File: src/rtl/tmds_encoder.sv
// rtl/tmds_encoder.sv - three-channel DVI/HDMI TMDS encoder, two-stage pipeline
module tmds_encoder #(
  parameter bit INVERT_SYNC = 1'b0
) (
  input  logic       CLK_PX,
  input  logic       RST_n,
  input  logic       DE,
  input  logic       HSYNC,
  input  logic       VSYNC,
  input  logic [7:0] RED,
  input  logic [7:0] GREEN,
  input  logic [7:0] BLUE,
  output logic [9:0] TMDS_CH0,
  output logic [9:0] TMDS_CH1,
  output logic [9:0] TMDS_CH2,
  output logic       DE_OUT
);

  localparam logic [9:0] CTRL_00 = 10'h354;
  localparam logic [9:0] CTRL_01 = 10'h0AB;
  localparam logic [9:0] CTRL_10 = 10'h154;
  localparam logic [9:0] CTRL_11 = 10'h2AB;

  // Population count of a byte
  function automatic logic [3:0] ones8(input logic [7:0] d);
    logic [3:0] n;
    n = 4'd0;
    for (int i = 0; i < 8; i++) begin
      n = n + {3'b000, d[i]};
    end
    return n;
  endfunction

  // Transition-minimised 9-bit word; bit 8 = 1 marks the XOR path
  function automatic logic [8:0] minimise(input logic [7:0] d);
    logic [3:0] n1;
    logic       use_xnor;
    logic [8:0] q;
    n1       = ones8(d);
    use_xnor = (n1 > 4'd4) || ((n1 == 4'd4) && !d[0]);
    q        = 9'd0;
    q[0]     = d[0];
    for (int i = 1; i < 8; i++) begin
      q[i] = use_xnor ? ~(q[i-1] ^ d[i]) : (q[i-1] ^ d[i]);
    end
    q[8] = ~use_xnor;
    return q;
  endfunction

  // Control symbol for {C1, C0}
  function automatic logic [9:0] ctrl_sym(input logic [1:0] c);
    logic [9:0] s;
    case (c)
      2'b00:   s = CTRL_00;
      2'b01:   s = CTRL_01;
      2'b10:   s = CTRL_10;
      default: s = CTRL_11;
    endcase
    return s;
  endfunction

  // DC balancing: returns {symbol[9:0], next disparity[4:0]}
  function automatic logic [14:0] dc_balance(
    input logic              de,
    input logic [9:0]        ctrl,
    input logic [8:0]        qm,
    input logic signed [4:0] cnt
  );
    logic [3:0]        n1;
    logic signed [4:0] diff;   // ones minus zeros of qm[7:0]
    logic [9:0]        sym;
    logic signed [4:0] cnt_n;
    n1   = ones8(qm[7:0]);
    diff = $signed({n1, 1'b0}) - 5'sd8;
    if (!de) begin
      sym   = ctrl;
      cnt_n = 5'sd0;
    end else if ((cnt == 5'sd0) || (diff == 5'sd0)) begin
      sym   = {~qm[8], qm[8], qm[8] ? qm[7:0] : ~qm[7:0]};
      cnt_n = qm[8] ? (cnt + diff) : (cnt - diff);
    end else if (((cnt > 5'sd0) && (diff > 5'sd0)) || ((cnt < 5'sd0) && (diff < 5'sd0))) begin
      sym   = {1'b1, qm[8], ~qm[7:0]};
      cnt_n = cnt + (qm[8] ? 5'sd2 : 5'sd0) - diff;
    end else begin
      sym   = {1'b0, qm[8], qm[7:0]};
      cnt_n = cnt + diff - (qm[8] ? 5'sd0 : 5'sd2);
    end
    return {sym, cnt_n};
  endfunction

  logic              de_s1;
  logic [1:0]        ctl_s1;
  logic [8:0]        qm0_s1;
  logic [8:0]        qm1_s1;
  logic [8:0]        qm2_s1;
  logic signed [4:0] cnt0;
  logic signed [4:0] cnt1;
  logic signed [4:0] cnt2;
  logic [14:0]       enc0;
  logic [14:0]       enc1;
  logic [14:0]       enc2;

  // Stage 1: capture DE and sync bits, transition-minimise each colour byte
  always_ff @(posedge CLK_PX or negedge RST_n) begin
    if (!RST_n) begin
      de_s1  <= 1'b0;
      ctl_s1 <= 2'b00;
      qm0_s1 <= 9'd0;
      qm1_s1 <= 9'd0;
      qm2_s1 <= 9'd0;
    end else begin
      de_s1  <= DE;
      ctl_s1 <= {VSYNC ^ INVERT_SYNC, HSYNC ^ INVERT_SYNC};
      qm0_s1 <= minimise(BLUE);
      qm1_s1 <= minimise(GREEN);
      qm2_s1 <= minimise(RED);
    end
  end

  // Stage 2 combinational: per-channel DC balance against its own disparity
  always_comb begin
    enc0 = dc_balance(de_s1, ctrl_sym(ctl_s1), qm0_s1, cnt0);
    enc1 = dc_balance(de_s1, CTRL_00, qm1_s1, cnt1);
    enc2 = dc_balance(de_s1, CTRL_00, qm2_s1, cnt2);
  end

  // Stage 2: register symbols, disparity counters and aligned DE
  always_ff @(posedge CLK_PX or negedge RST_n) begin
    if (!RST_n) begin
      TMDS_CH0 <= CTRL_00;
      TMDS_CH1 <= CTRL_00;
      TMDS_CH2 <= CTRL_00;
      DE_OUT   <= 1'b0;
      cnt0     <= 5'sd0;
      cnt1     <= 5'sd0;
      cnt2     <= 5'sd0;
    end else begin
      TMDS_CH0 <= enc0[14:5];
      TMDS_CH1 <= enc1[14:5];
      TMDS_CH2 <= enc2[14:5];
      DE_OUT   <= de_s1;
      cnt0     <= $signed(enc0[4:0]);
      cnt1     <= $signed(enc1[4:0]);
      cnt2     <= $signed(enc2[4:0]);
    end
  end

endmodule

File: config.mk
export PLATFORM = sky130hd
export DESIGN_NAME = tmds_encoder
export DESIGN_NICKNAME = d
export VERILOG_FILES = /design/src/rtl/tmds_encoder.sv
export SDC_FILE = /design/constraint.sdc
export NUM_CORES = 1
export LEC_CHECK = 0
export ABC_CLOCK_PERIOD_IN_PS = 5730
export CAP_MARGIN = 20
export CORE_MARGIN = 5
export CORE_UTILIZATION = 58
export CTS_BUF_LIST = sky130_fd_sc_hd__clkbuf_4 sky130_fd_sc_hd__clkbuf_8 sky130_fd_sc_hd__clkbuf_16
export CTS_CLUSTER_SIZE = 16
export DETAILED_ROUTE_END_ITERATION = 10
export PLACE_DENSITY = 0.81
export REMOVE_ABC_BUFFERS = 1
export SKIP_CTS_REPAIR_TIMING = 1
export SLEW_MARGIN = 40
export SYNTH_ARGS = -nofsm -noshare
export SYNTH_HDL_FRONTEND = slang
export SYNTH_SLANG_ARGS = --single-unit
File: constraint.sdc
create_clock -name CLK_PX -period 5.73 [get_ports CLK_PX]
set_input_delay 0.8595 -clock CLK_PX [delete_from_list [all_inputs] [get_ports CLK_PX]]
set_output_delay 0.8595 -clock CLK_PX [all_outputs]
set_load 0.05 [all_outputs]
==> impl_metrics.ini <==
[sta]
slew_violations = 0
grt_setup_unrepaired = no
tightest_slew_ns = 0.633
fin_crit_ns = 4.71
hold_violations = 0
relSlewSlack_pct = 57.5
max_clock_freq_ghz = 0.212
skew_ns = 0.0134
finalCritPeriodShare_pct = 82.2
setup_viol = 0
worst_slack_ns = 1.02
setup_tns_ns = 0

[placement]
gp_congestion = 0.908
numPortBuffers = 59
dp.final_hpwl_um = 8780
post-place-cells = 713
place_ws_ns = 1.02

[routing]
ant_nets = 0
drt-initial-drc-count = 155
wl_per_cell_um = 15.1
wirelength_um = 11000
drc = 0
firstDrtPassIters = 4
via_count = 3782
vias_per_cell = 5.19

[finish]
num_antenna_cells = 0
post-route-util_pct = 68.6
nets = 720
n_fill_cell = 767
fin_cells = 729
drive_gt1_share_pct = 8.22
area_growth_pct = 16.7

[critical_path]
end_kind = register
cp.arrival_ns = 4.95
crit_fanout = 4
cpMostUsedCell = fa_1
required_ns = 5.97
crit_slowest_cell = fa_1
cp-start-kind = register
critPathKind = register to register
crit_chain = fa_1 -> inv_1 -> fa_1 -> fa_1 -> inv_1 -> ha_1 -> fa_1 -> inv_1 -> fa_1 -> xnor2_1 -> nand3_1 -> xnor3_1 -> and2_0 -> o311a_1
path_delay_family = adder cells
slowest_delay_ns = 0.60
regToRegSetupSlack_ns = 1.02
path_buf_inv = 3

[cts]
clk_latency_ns = 0.36
cts_tree = yes
h-tree-depth = 3
ctsLongestPathBuffers = 2
path_clk_slew_ns = 0.08
clockRootBuffer = clkbuf_8
cts_buffers = 9
cts_sinks = 73

[floorplan]
fp.dieW_um = 109
dieArea_um2 = 11900
die_h_um = 109
fp.coreArea_um2 = 9640
start_util_pct = 58.8
std_cell_rows = 36
pin_count = 60

[logic_synthesis]
ys_seq_area_share_pct = 32.5
synth_seq_cells = 73
synth_top_area_share_pct = 25.6
synth.distinct_cells = 43
synthCells = 525
synthArstFlopShare_pct = 100
synthTopCellsByArea = dfrtp_1 26%, fa_1 14%, ha_1 13%
avgSynthCellArea_um2 = 10.8
synth_most_common_cell = inv_1
ys_warn_count = 0
syn_area_um2 = 5670
synth_area_leader_cell = dfrtp_1
synth_edf_count = 0
synthFlopType = dfrtp_1
synthTopCellsByCount = 98 x inv_1, 61 x ha_1, 58 x dfrtp_1, 54 x xnor2_1, 39 x fa_1

[global_route]
grt_pass1_vias = 4206
grtUsageTotal_pct = 20.4
antenna_found_initial = 0
grt_max_degree = 74
grt_pass1_wl_um = 19000
grt-ovfl-total = 0

[worst_hold_path]
hold_path.class = input port to async pin

[run]
drv_cap = 0

[outcome]
status = completed
## layout by cell type (no fill, tap or decap), types with 5 or more instances in the layout
| cell | Yosys | routed |
|---|---|---|
| nand2_1 | 24 | 24 |
| inv_1 | 98 | 98 |
| dfstp_2 | 15 | 15 |
| dfrtp_1 | 58 | 58 |
| nand2b_1 | 5 | 5 |
| o211a_1 | 5 | 5 |
| xor2_1 | 30 | 30 |
| xnor2_1 | 54 | 54 |
| nor2b_1 | 12 | 12 |
| nor2_1 | 11 | 11 |
| clkdlybuf4s50_1 | 0 | 58 |
| a21oi_1 | 31 | 31 |
| nor3_1 | 5 | 5 |
| fa_1 | 39 | 39 |
| ha_1 | 61 | 61 |
| and2_1 | 10 | 10 |
| o311a_1 | 5 | 5 |
| clkbuf_8 | 0 | 9 |
## registers in the layout (all words and copies together) (netlist names)
name,flops
qm0_s1,9
TMDS_CH1,10
DE_OUT,1
qm1_s1,9
cnt1,4
TMDS_CH2,10
ctl_s1,2
qm2_s1,9
cnt2,4
cnt0,4
de_s1,1
TMDS_CH0,10
## cell type report
class                      instances  area (um2)  share of cell area, %
sequential                        73        1850                   27.9
inverter                          98         368                   5.56
multi-input combinational        349        3440                   52.0
timing repair buffer              60         599                   9.06
tap                              133         166                   2.52
clock inverter                     6        67.6                   1.02
clock buffer                      10         131                   1.99
## logic make-up after synthesis
kind of cell,synth area share (%)
flip-flops,32.5
XOR/XNOR,14.2
multiplexers,0.177
adder cells (fa/ha/maj),27.2
AO/OA/AOI/OAI,10.4
buffers and inverters,6.82
AND/OR/NAND/NOR,8.61
## worst paths after layout
path,start,endpoint,depth (start not counted)
max,qm0_s1[0],cnt0[4],14
min,RST_n,cnt0[4],1
max reg2reg,qm0_s1[0],cnt0[4],14
min reg2reg,qm1_s1[2],TMDS_CH1[2],2
max in group asynchronous,RST_n,qm1_s1[8],1
min in group CLK_PX,qm1_s1[2],TMDS_CH1[2],2
## through the flow
| step | hold WS, ns | cell area [um2] |
|---|---|---|
| after floorplan | 0.490 | 5650 |
| after global placement | 0.530 | 6410 |
| after detailed placement | 0.525 | 6420 |
| after CTS | 0.528 | 6620 |
| after global routing | 0.523 | 6620 |
| final | 0.506 | 6620 |
## layer usage
metal	GRT usage, %	part of all wire (%)	up-vias
met1	24.2	39	1870
met4	6.22	1.8	0
met2	36.7	55	94
met3	4.68	4.5	23
met5	0	0	-
li1	-	-	1795
Power is not shown: default switching activity piles up to over one toggle a cycle in this logic, so the estimate is an artifact.
